<file path="config.mk">
export PLATFORM = sky130hd
export DESIGN_NAME = mem_arbiter
export DESIGN_NICKNAME = d
export VERILOG_FILES = /design/src/rtl/mem_arb_pkg.sv /design/src/rtl/mem_arb_timer.sv /design/src/rtl/mem_arbiter.sv
export SDC_FILE = /design/constraint.sdc
export NUM_CORES = 1
export LEC_CHECK = 0
export ABC_AREA = 1
export ABC_CLOCK_PERIOD_IN_PS = 1900
export CAP_MARGIN = 15
export CORE_AREA = 2 2 122 124
export CTS_CLUSTER_DIAMETER = 60
export DETAILED_ROUTE_END_ITERATION = 8
export DIE_AREA = 0 0 124 126
export DONT_BUFFER_PORTS = 1
export PLACE_DENSITY_LB_ADDON = 0.05
export SYNTH_ARGS = -nofsm -noshare
export SYNTH_HDL_FRONTEND = slang
export SYNTH_SLANG_ARGS = --single-unit
</file>
<file path="constraint.sdc">
create_clock -name clk -period 1.9 [get_ports clk]
set_clock_uncertainty 0.2 [all_clocks]
set_input_delay 0.285 -clock clk [delete_from_list [all_inputs] [get_ports clk]]
set_output_delay 0.285 -clock clk [all_outputs]
set_load 0.1 [all_outputs]
</file>
<file path="src/rtl/mem_arb_pkg.sv">
// Shared types and default widths for the instruction/data memory arbiter.
package mem_arb_pkg;

    typedef enum logic [1:0] {
        IDLE    = 2'd0,
        WAIT_IM = 2'd1,
        WAIT_DM = 2'd2,
        RESP    = 2'd3
    } arb_state_t;

    typedef enum logic {
        GRANT_IM = 1'b0,
        GRANT_DM = 1'b1
    } grant_t;

    localparam int unsigned DefAddrWidth     = 32;
    localparam int unsigned DefDataWidth     = 32;
    localparam int unsigned DefMaskWidth     = DefDataWidth / 8;
    localparam int unsigned DefTimeoutCycles = 64;

endpackage

</file>
<file path="src/rtl/mem_arb_timer.sv">
// Wait-state counter: held at zero while clear_i, counts while en_i, flags the last allowed cycle.
module mem_arb_timer #(
    parameter int unsigned TIMEOUT_CYCLES = 64
) (
    input  logic clk_i,
    input  logic rst_ni,
    input  logic clear_i,
    input  logic en_i,
    output logic expire_o
);

    localparam int unsigned CntW = (TIMEOUT_CYCLES > 2) ? $clog2(TIMEOUT_CYCLES) : 1;
    localparam logic [CntW-1:0] Limit = CntW'(TIMEOUT_CYCLES - 1);

    logic [CntW-1:0] count_q, count_d;

    assign expire_o = en_i && (count_q == Limit);

    always_comb begin
        count_d = count_q;
        if (clear_i) begin
            count_d = '0;
        end else if (en_i && !expire_o) begin
            count_d = count_q + 1'b1;
        end
    end

    always_ff @(posedge clk_i or negedge rst_ni) begin
        if (!rst_ni) begin
            count_q <= '0;
        end else begin
            count_q <= count_d;
        end
    end

endmodule

</file>
<file path="src/rtl/mem_arbiter.sv">
// Round-robin arbiter sharing one memory port between instruction and data channels.
// Optional wait-state timeout abort enabled by defining MEM_ARB_TIMEOUT_EN.
module mem_arbiter
    import mem_arb_pkg::*;
#(
    parameter int unsigned ADDR_WIDTH     = DefAddrWidth,
    parameter int unsigned DATA_WIDTH     = DefDataWidth,
    parameter int unsigned MASK_WIDTH     = DefMaskWidth,
    parameter int unsigned TIMEOUT_CYCLES = DefTimeoutCycles
) (
    input  logic                  clk,
    input  logic                  rst,
    input  logic                  im_request,
    input  logic                  im_we_re,
    input  logic [MASK_WIDTH-1:0] im_mask,
    input  logic [ADDR_WIDTH-1:0] im_addr,
    output logic [DATA_WIDTH-1:0] im_rdata,
    output logic                  im_valid,
    input  logic                  dm_request,
    input  logic                  dm_we_re,
    input  logic [MASK_WIDTH-1:0] dm_mask,
    input  logic [ADDR_WIDTH-1:0] dm_addr,
    input  logic [DATA_WIDTH-1:0] dm_wdata,
    output logic [DATA_WIDTH-1:0] dm_rdata,
    output logic                  dm_valid,
    output logic                  mem_request,
    output logic                  mem_we_re,
    output logic [MASK_WIDTH-1:0] mem_mask,
    output logic [ADDR_WIDTH-1:0] mem_addr,
    output logic [DATA_WIDTH-1:0] mem_wdata,
    input  logic [DATA_WIDTH-1:0] mem_rdata,
    input  logic                  mem_valid,
    output logic                  busy,
    output logic                  err
);

    arb_state_t            state_q, state_d;
    grant_t                last_grant_q, last_grant_d;
    logic                  mem_request_q, mem_request_d;
    logic                  mem_we_re_q, mem_we_re_d;
    logic [MASK_WIDTH-1:0] mem_mask_q, mem_mask_d;
    logic [ADDR_WIDTH-1:0] mem_addr_q, mem_addr_d;
    logic [DATA_WIDTH-1:0] mem_wdata_q, mem_wdata_d;
    logic [DATA_WIDTH-1:0] rdata_q, rdata_d;
    logic                  err_q, err_d;
    logic                  timer_expire;

`ifdef MEM_ARB_TIMEOUT_EN
    // Clearing throughout IDLE is equivalent to clearing on entry to WAIT.
    mem_arb_timer #(
        .TIMEOUT_CYCLES(TIMEOUT_CYCLES)
    ) u_timer (
        .clk_i   (clk),
        .rst_ni  (rst),
        .clear_i (state_q == IDLE),
        .en_i    ((state_q == WAIT_IM) || (state_q == WAIT_DM)),
        .expire_o(timer_expire)
    );
`else
    logic unused_timeout;
    assign unused_timeout = ^TIMEOUT_CYCLES;
    assign timer_expire   = 1'b0;
`endif

    always_comb begin
        state_d       = state_q;
        last_grant_d  = last_grant_q;
        mem_request_d = mem_request_q;
        mem_we_re_d   = mem_we_re_q;
        mem_mask_d    = mem_mask_q;
        mem_addr_d    = mem_addr_q;
        mem_wdata_d   = mem_wdata_q;
        rdata_d       = rdata_q;
        err_d         = err_q;

        unique case (state_q)
            IDLE: begin
                err_d = 1'b0;
                // DM wins when alone or when IM was served last.
                if (dm_request && (!im_request || (last_grant_q == GRANT_IM))) begin
                    last_grant_d  = GRANT_DM;
                    mem_request_d = 1'b1;
                    mem_we_re_d   = dm_we_re;
                    mem_mask_d    = dm_mask;
                    mem_addr_d    = dm_addr;
                    mem_wdata_d   = dm_wdata;
                    state_d       = WAIT_DM;
                end else if (im_request) begin
                    last_grant_d  = GRANT_IM;
                    mem_request_d = 1'b1;
                    mem_we_re_d   = im_we_re;
                    mem_mask_d    = im_mask;
                    mem_addr_d    = im_addr;
                    mem_wdata_d   = '0;
                    state_d       = WAIT_IM;
                end
            end
            WAIT_IM, WAIT_DM: begin
                if (mem_valid) begin
                    rdata_d       = mem_rdata;
                    mem_request_d = 1'b0;
                    state_d       = RESP;
                end else if (timer_expire) begin
                    rdata_d       = '0;
                    mem_request_d = 1'b0;
                    err_d         = 1'b1;
                    state_d       = RESP;
                end
            end
            RESP: begin
                err_d   = 1'b0;
                state_d = IDLE;
            end
            default: state_d = IDLE;
        endcase
    end

    always_ff @(posedge clk or negedge rst) begin
        if (!rst) begin
            state_q       <= IDLE;
            last_grant_q  <= GRANT_IM;
            mem_request_q <= 1'b0;
            mem_we_re_q   <= 1'b0;
            mem_mask_q    <= '0;
            mem_addr_q    <= '0;
            mem_wdata_q   <= '0;
            rdata_q       <= '0;
            err_q         <= 1'b0;
        end else begin
            state_q       <= state_d;
            last_grant_q  <= last_grant_d;
            mem_request_q <= mem_request_d;
            mem_we_re_q   <= mem_we_re_d;
            mem_mask_q    <= mem_mask_d;
            mem_addr_q    <= mem_addr_d;
            mem_wdata_q   <= mem_wdata_d;
            rdata_q       <= rdata_d;
            err_q         <= err_d;
        end
    end

    assign mem_request = mem_request_q;
    assign mem_we_re   = mem_we_re_q;
    assign mem_mask    = mem_mask_q;
    assign mem_addr    = mem_addr_q;
    assign mem_wdata   = mem_wdata_q;
    assign im_rdata    = rdata_q;
    assign dm_rdata    = rdata_q;
    assign im_valid    = (state_q == RESP) && (last_grant_q == GRANT_IM);
    assign dm_valid    = (state_q == RESP) && (last_grant_q == GRANT_DM);
    assign busy        = (state_q != IDLE);
    assign err         = err_q;

endmodule

</file>
==> results of run 1 <==
[stage by stage]
step	instance area, µm²	hold WS [ns]	utilization
6_report	7620	-0.568	0.532
5_1_grt	7620	-0.593	0.532
3_3_place_gp	6030	-0.207	0.421
2_1_floorplan	4890	-0.211	-
4_1_cts	7600	-0.585	0.531
3_5_place_dp	6030	-0.207	0.421
[registers in the layout (all words and copies together), names as in the netlist]
name	cells
mem_wdata	32
mem_mask	4
mem_we_re	1
last_grant_q	1
mem_addr	32
dm_rdata	32
state_q	2
mem_request	1
[kinds of logic (layout without fill, tap and decap cells)]
kind of cell,count (synthesis),count (layout)
buf+inv,107,295
fa+ha+maj,3,3
other cells,1,1
flops,105,105
compound gates,32,32
simple gates,378,378
[worst max-delay path, delay by kind of cell (launching register included)]
kind | cells | cell delay [ns]
fa+ha+maj | 1 | 0.23
buf+inv | 3 | 0.35
flops | 1 | 0.40
[metal layers]
| layer | vias up | global-route usage |
|---|---|---|
| met5 | - | 0 |
| met4 | 0 | 0.108 |
| met3 | 45 | 0.0580 |
| met2 | 230 | 0.323 |
| met1 | 2173 | 0.218 |
| li1 | 2230 | - |
[synth_stat cells (all sizes together)]
master	number	share of area
dfrtp	105	0.54
nand3	42	0.043
or2	1	0.0013
buf	56	0.078
nand2	334	0.26
o21ai	32	0.033
clkbuf	9	0.0069
inv	42	0.032
nor2	1	0.00077
conb	1	0.00077
ha	3	0.0077
[final cells by class]
class | count | area, µm² | share of cell area
Tap cell | 184 | 230 | 0.0302
Timing Repair Buffer | 237 | 2540 | 0.333
Multi-Input combinational cell | 414 | 1690 | 0.222
Clock inverter | 5 | 77.6 | 0.0102
Inverter | 42 | 160 | 0.0210
Clock buffer | 11 | 253 | 0.0332
Sequential cell | 105 | 2670 | 0.350
[worst paths after layout]
kind                              start            to  slack (ns)
setup / recovery             state_q[0]          busy        0.08
hold / removal                      rst  mem_addr[19]       -0.57
setup reg to reg           last_grant_q  mem_wdata[6]        0.22
hold reg to reg            mem_addr[23]  mem_addr[23]        0.28
max in group asynchronous           rst  dm_rdata[25]        1.91
min in group clk             dm_mask[3]   mem_mask[3]           0
[timing repair]
| action | CTS | global route |
|---|---|---|
| setup endpoints to repair | 0 | 56 |
| setup buffers | 0 | 0 |
| resized for setup | 0 | 6 |
| endpoints found under the hold margin | 206 | 105 |
==> impl_summary.txt, run 1 <==
----------------------------------------------------
[Placed design]
  Final estimated routing congestion in global placement ... 0.772
  IO Port Bufs ... 0
  DP Wirelength ... 9.15 mm
  Setup Slack @ Placement ... 0.0583 ns
  Total instance count after detailed placement ... 858

[Finish]
  Synth-to-Final Area Change ... 56.0%
  Number of standard cells in the layout, taps in and fillers out ... 998
  Share of cells above drive strength 1 ... 0.206
  Commonest non-fill, non-tap cells in the layout ... nand2_1, dlygate4sd3_1, buf_4
  Most common cell after layout, fill and taps aside ... nand2_1
  Filler cell count ... 1305
  Post-layout net count ... 955
  Antenna cells ... 0

[Drt]
  Number of iterations in the first detailed-routing pass ... 4
  Max Used Layer ... met4
  Routed length on met3 ... 1.24 mm
  Routed wire per std cell ... 15.0 µm
  Overall routed net length ... 15.0 mm
  Vias after detailed routing ... 4678
  Number of DRC markers after the initial detailed-route iteration ... 188
  WL met2 ... 7.22 mm
  Routed metal-1 wirelength ... 5.94 mm
  Final ANT Viol Nets ... 0
  Detail-routed via count per cell ... 4.69
  Count of unresolved DRC violations after routing ... 0

[Clocking]
  Number of buffers added to fix hold violations after cts ... 124
  CTS Sinks ... 105
  Reg clk slew, reported paths ... 0.07 ns
  Largest buffer count on any clock path ... 2
  Buffer cell driving the clock tree root ... clkbuf_16
  CTS buffer count ... 9
  TritonCTS clock tree ... yes
  Clock network latency to the later pin of the worst-skew pair ... 0.35 ns
  CTS H-Tree Depth ... 3

[Synthesis]
  Library cells used by synthesis ... 17
  Avg Synthesized Cell Area ... 7.81 µm²
  Sequential area share after synthesis ... 0.538
  Synth Area in Compound Gates ... 0.0328
  Synth Register Bits ... 105
  Post-synthesis share of cell area spent on full adders, half adders and majority gates ... 0.00768
  Combinational family with the most area after synthesis ... simple AND/OR/NAND/NOR gates
  Xor/xnor cell area share of the yosys netlist ... 0
  Total standard cell area after synthesis ... 0.00489 mm²
  Total nets after synthesis ... 772
  Multiplexer area fraction after synthesis ... 0
  Post-Syn Instances ... 626
  Yosys warning count ... 0
  Simple-gate share of the synthesized area ... 0.304

[Worst setup path]
  Arr. time, crit path ... 1.33 ns
  R2r worst-path depth ... 5
  Critical Path RT ... 1.41 ns
  Cell seen most often among critical-path stages ... inv_1
  Cells along the critical path ... inv_1 -> ha_2 -> inv_1 -> buf_12
  Type of the setup path with the least slack ... flop to output pin
  Kind of start point of the critical path ... flop
  Largest fanout of any net on the critical path ... 4
  Endpoint kind of the worst setup timing path ... output pin
  Standard cell with the maximum stage delay on the critical path ... dfrtp_1
  CP peak stage delay ... 0.40 ns

[Timing]
  Setup WS post-layout ... 0.0803 ns
  Final worst-path cycle share ... 0.958
  Post-route minimum period ... 1.82 ns
  Hold_ws ... -0.568 ns
  Post-Route Setup TNS ... 0 ns
  Count of final hold-check violations ... 105
  Final count of negative-setup-slack endpoints ... 0
  Final Max Tran Viols ... 0
  Slew at the pin closest to its max-slew limit ... 0.885 ns
  Max Clk Rate ... 550 MHz
  Setup repair after global routing missed its margin ... false
  Worst slew margin ... 0.408

[Floorplan]
  Chip width ... 124 µm
  Cell Rows ... 44
  Height of the die ... 126 µm
  Starting density of the core ... 0.341
  Area enclosed by the die boundary ... 0.0156 mm²
  I/O pin count ... 281
  Placeable core area ... 0.0143 mm²

[Flow run]
  Count of maximum capacitance violations ... 0

[Global route]
  Overall global routing resource usage ... 0.193
  Maximum number of pins on one net before global-route repair ... 106
  Global-route wire length before repair ... 23.5 mm
  Vias in the first global route ... 4942
  Global route overflow ... 0
  Number of antenna violations at the first check in global routing ... 0

[Hold path]
  Kind of path behind the tightest hold check ... input port to asynchronous set/reset pin

[Outcome]
  Violated checks ... negative hold slack
  Status ... finished with violations

----------------------------------------------------
Power of run 1 is left out: the tool's default activity adds up to more than one toggle a clock period on the data nets, which glitch-free logic cannot reach.
==> inputs of run 2 (changes only) <==
Settings changed: ABC_AREA 1 to unset, CELL_PAD_IN_SITES_DETAIL_PLACEMENT set to 1, CELL_PAD_IN_SITES_GLOBAL_PLACEMENT set to 2, CORE_AREA 2 2 122 124 to 2 2 117 119, DIE_AREA 0 0 124 126 to 0 0 119 121.
==> impl_summary.txt, run 2 <==
----------------------------------------------------
[Outcome]
  Status ... stopped before the end
  First Err ... [ERROR RSZ-0060] Max buffer count reached.
  Stage reached ... clock tree synthesis (4_1_cts)

[Floorplan]
  Starting density of the core ... 0.346
  I/O pin count ... 281
  Cell Rows ... 42
  Chip width ... 119 µm
  Height of the die ... 121 µm

[Synthesis]
  Yosys warning count ... 0
  Area share of the largest cell type after synthesis ... 0.581
  Post-Syn Instances ... 401
  Total nets after synthesis ... 547
  Avg Synthesized Cell Area ... 11.3 µm²
  Async set-or-reset flop fraction in the synthesized netlist ... 1.00
  Library cells used by synthesis ... 26
  Most numerous cell types in the synthesized netlist ... dfrtp_1, a21oi_1, buf_4, nor2_1, nand2_1
  Number of enable-type register cells in the synthesized netlist ... 0
  Leading cell types by total area after synthesis ... dfrtp_1, a21oi_1, mux2_2
  Most repeated cell in the gate-level netlist after synthesis ... dfrtp_1
  Sequential area share after synthesis ... 0.581
  Largest area contributor in the synthesized netlist ... dfrtp_1
  Most instantiated flip-flop cell in the synthesis netlist ... dfrtp_1
  Total standard cell area after synthesis ... 0.00452 mm²
  Synth Register Bits ... 105

[Clocking]
  Post-CTS Setup Bufs ... 0
  CTS H-Tree Depth ... 3
  Number of buffers added to fix hold violations after cts ... 131
  CTS Sinks ... 105
  Post-cts gate resize count ... 3
  CTS buffer count ... 9
  Largest buffer count on any clock path ... 2
  Buffer cell driving the clock tree root ... clkbuf_16

[Placed design]
  DP Wirelength ... 9.79 mm
  IO Port Bufs ... 0
  Final estimated routing congestion in global placement ... 0.720

----------------------------------------------------
-- run 2: kinds of logic after synthesis --
family          synth area share
compound gates             0.161
flops                      0.581
simple gates              0.0692
buf+inv                   0.0932
mux                       0.0866
fa+ha+maj                0.00830
other cells             0.000829
-- run 2: metrics by stage --
stage / utilization / setup WS [ns] / instance area [µm²] / hold WS [ns] / instances
after detailed placement: 0.437 / 0.0548 / 5720 / -0.208 / 634
after floorplan: - / 0.0793 / 4530 / -0.211 / 401
after global placement: 0.437 / 0.116 / 5720 / -0.208 / 634
==> inputs of run 3 (changes only) <==
Settings changed: CELL_PAD_IN_SITES_DETAIL_PLACEMENT 1 to unset, CELL_PAD_IN_SITES_GLOBAL_PLACEMENT 2 to unset, CORE_AREA 2 2 117 119 to 2 2 154 156, CTS_CLUSTER_DIAMETER 60 to unset, DIE_AREA 0 0 119 121 to 0 0 156 158, PLACE_DENSITY_LB_ADDON 0.05 to 0.15.
==> impl_summary.txt, run 3 <==
----------------------------------------------------
[Outcome]
  Status ... finished with violations
  Violated checks ... negative hold slack

[Clocking]
  CTS buffer count ... 9
  Post-CTS Setup Bufs ... 0
  Largest buffer count on any clock path ... 2
  Buffer cell driving the clock tree root ... clkbuf_16
  Reg clk slew, reported paths ... 0.07 ns
  TritonCTS clock tree ... yes
  Clock network latency to the later pin of the worst-skew pair ... 0.34 ns
  CTS Sinks ... 105
  CTS H-Tree Depth ... 3
  Number of buffers added to fix hold violations after cts ... 141

[Timing]
  Post-route minimum period ... 1.82 ns
  Setup repair after global routing missed its margin ... false
  Count of final hold-check violations ... 105
  Final worst-path cycle share ... 0.957
  Final Max Tran Viols ... 0
  Hold_ws ... -0.578 ns
  Post-Route Setup TNS ... 0 ns
  Max Clk Rate ... 550 MHz
  Final count of negative-setup-slack endpoints ... 0

[Finish]
  Antenna cells ... 0
  Commonest non-fill, non-tap cells in the layout ... dlygate4sd3_1, a21oi_1, buf_4
  Filler cell count ... 2297
  Total non-filler cell area in the finished layout ... 0.00762 mm²
  Share of cells above drive strength 1 ... 0.333
  Post-layout net count ... 757
  Most common cell after layout, fill and taps aside ... dlygate4sd3_1
  Synth-to-Final Area Change ... 68.6%

[Synthesis]
  Leading cell types by total area after synthesis ... dfrtp_1, a21oi_1, mux2_2
  Post-Syn Instances ... 401
  Simple-gate share of the synthesized area ... 0.0692
  Total standard cell area after synthesis ... 0.00452 mm²
  Async set-or-reset flop fraction in the synthesized netlist ... 1.00
  Yosys warning count ... 0
  Most repeated cell in the gate-level netlist after synthesis ... dfrtp_1
  Sequential area share after synthesis ... 0.581
  Post-synthesis share of cell area spent on full adders, half adders and majority gates ... 0.00830
  Area share of the largest cell type after synthesis ... 0.581
  Multiplexer area fraction after synthesis ... 0.0866
  Xor/xnor cell area share of the yosys netlist ... 0
  Avg Synthesized Cell Area ... 11.3 µm²
  Total nets after synthesis ... 547
  Number of enable-type register cells in the synthesized netlist ... 0
  Most numerous cell types in the synthesized netlist ... dfrtp_1, a21oi_1, buf_4, nor2_1, nand2_1
  Most instantiated flip-flop cell in the synthesis netlist ... dfrtp_1
  Largest area contributor in the synthesized netlist ... dfrtp_1
  Synth Area in Compound Gates ... 0.161
  Combinational family with the most area after synthesis ... compound AO/OA/AOI/OAI gates
  Synth Register Bits ... 105
  Library cells used by synthesis ... 26

[Floorplan]
  Height of the die ... 158 µm
  I/O pin count ... 281
  Starting density of the core ... 0.196
  Cell Rows ... 56
  Placeable core area ... 0.0231 mm²
  Area enclosed by the die boundary ... 0.0246 mm²
  Chip width ... 156 µm

[Worst setup path]
  Kind of start point of the critical path ... flop
  Largest fanout of any net on the critical path ... 4
  Origin of the critical flop-to-flop path ... state_q[0]
  R2r worst-path depth ... 5
  Critical Path RT ... 1.41 ns
  Type of the setup path with the least slack ... flop to output pin
  Arr. time, crit path ... 1.33 ns
  First element of the critical path ... state_q[0]
  Cells along the critical path ... inv_1 -> ha_2 -> inv_4 -> buf_12
  Setup slack, reg-to-reg ... 0.10 ns
  Endpoint kind of the worst setup timing path ... output pin
  Standard cell with the maximum stage delay on the critical path ... dfrtp_1
  CP peak stage delay ... 0.40 ns

[Flow run]
  Count of maximum capacitance violations ... 0

[Drt]
  Number of iterations in the first detailed-routing pass ... 4
  Vias after detailed routing ... 3828
  Number of DRC markers after the initial detailed-route iteration ... 188
  Count of unresolved DRC violations after routing ... 0
  Overall routed net length ... 14.1 mm
  Final ANT Viol Nets ... 0
  Routed wire per std cell ... 15.5 µm
  Detail-routed via count per cell ... 4.23

[Global route]
  Vias in the first global route ... 4018
  Global route overflow ... 0
  Maximum number of pins on one net before global-route repair ... 106
  Number of antenna violations at the first check in global routing ... 0
  Overall global routing resource usage ... 0.111
  Global-route wire length before repair ... 21.2 mm

[Hold path]
  Kind of path behind the tightest hold check ... input port to asynchronous set/reset pin

[Placed design]
  DP Wirelength ... 9.23 mm
  IO Port Bufs ... 0
  Final estimated routing congestion in global placement ... 0.711
  Standard cell area after detailed placement ... 0.00588 mm²

----------------------------------------------------
==> run 3: cell counts after synthesis <==
No cell type changed its count.
==> run 3: area by class of cell <==
| cell class | instances | area (µm²) | area share |
|---|---|---|---|
| Clock inverter | 6 | 51.3 | 0.00673 |
| Clock buffer | 10 | 239 | 0.0313 |
| Inverter | 4 | 17.5 | 0.00230 |
| Multi-Input combinational cell | 234 | 1500 | 0.196 |
| Timing Repair Buffer | 257 | 2790 | 0.366 |
| Tap cell | 290 | 363 | 0.0476 |
| Sequential cell | 105 | 2670 | 0.350 |
==> run 3: kinds of logic (layout without fill, tap and decap cells) <==
| group | count (synthesis) | in the layout |
|---|---|---|
| mux | 35 | 35 |
| buf+inv | 62 | 277 |
| flops | 105 | 105 |
| other cells | 1 | 1 |
| simple gates | 80 | 80 |
| compound gates | 115 | 115 |
| fa+ha+maj | 3 | 3 |
==> run 3: repair_timing <==
item                                   in CTS  in global routing
resized for setup                           3                  3
endpoints found under the hold margin     207                105
cloned                                      0                  1
setup endpoints to repair                   1                 34
pin swaps                                   0                  0
==> run 3: path summary, 6_finish.rpt <==
kind | to
max in group asynchronous | mem_wdata[13]
min in group clk | state_q[1]
worst min-delay path | dm_rdata[6]
worst max-delay path | busy
worst max register to register | dm_rdata[27]
worst min register to register | mem_wdata[13]
==> run 3: critical path: cells and delay by family (launching register included) <==
| family | cells | cell delay (ns) |
|---|---|---|
| flip-flops | 1 | 0.40 |
| adder cells (fa/ha/maj) | 1 | 0.25 |
| buffers and inverters | 3 | 0.32 |
==> run 3: per-layer routing <==
metal / vias to the layer above / GRT usage / part of all wire
li1: 1761 / - / -
met5: - / 0 / 0
met2: 208 / 0.185 / 0.49
met3: 17 / 0.0312 / 0.081
met1: 1842 / 0.133 / 0.41
met4: 0 / 0.0520 / 0.019
==> run 3: metrics by stage <==
| step | instances | setup slack [ns] | hold slack, ns | util |
|---|---|---|---|---|
| 4_1_cts | 905 | 0.00161 | -0.605 | 0.329 |
| 3_3_place_gp | 748 | 0.0731 | -0.207 | 0.255 |
| 5_1_grt | 906 | 0.00729 | -0.612 | 0.331 |
| 3_5_place_dp | 748 | 0.0449 | -0.206 | 0.255 |
| 2_1_floorplan | 401 | 0.0793 | -0.211 | - |
| 6_report | 906 | 0.0824 | -0.578 | 0.331 |
Power of run 3 is left out for the same reason.
==> inputs of run 4 (changes only) <==
Settings changed: CTS_CLUSTER_SIZE set to 28.
==> results of run 4 <==
The final DEF is identical to that of run 3; final timing and power are the same.
Power of run 4 is left out for the same reason.
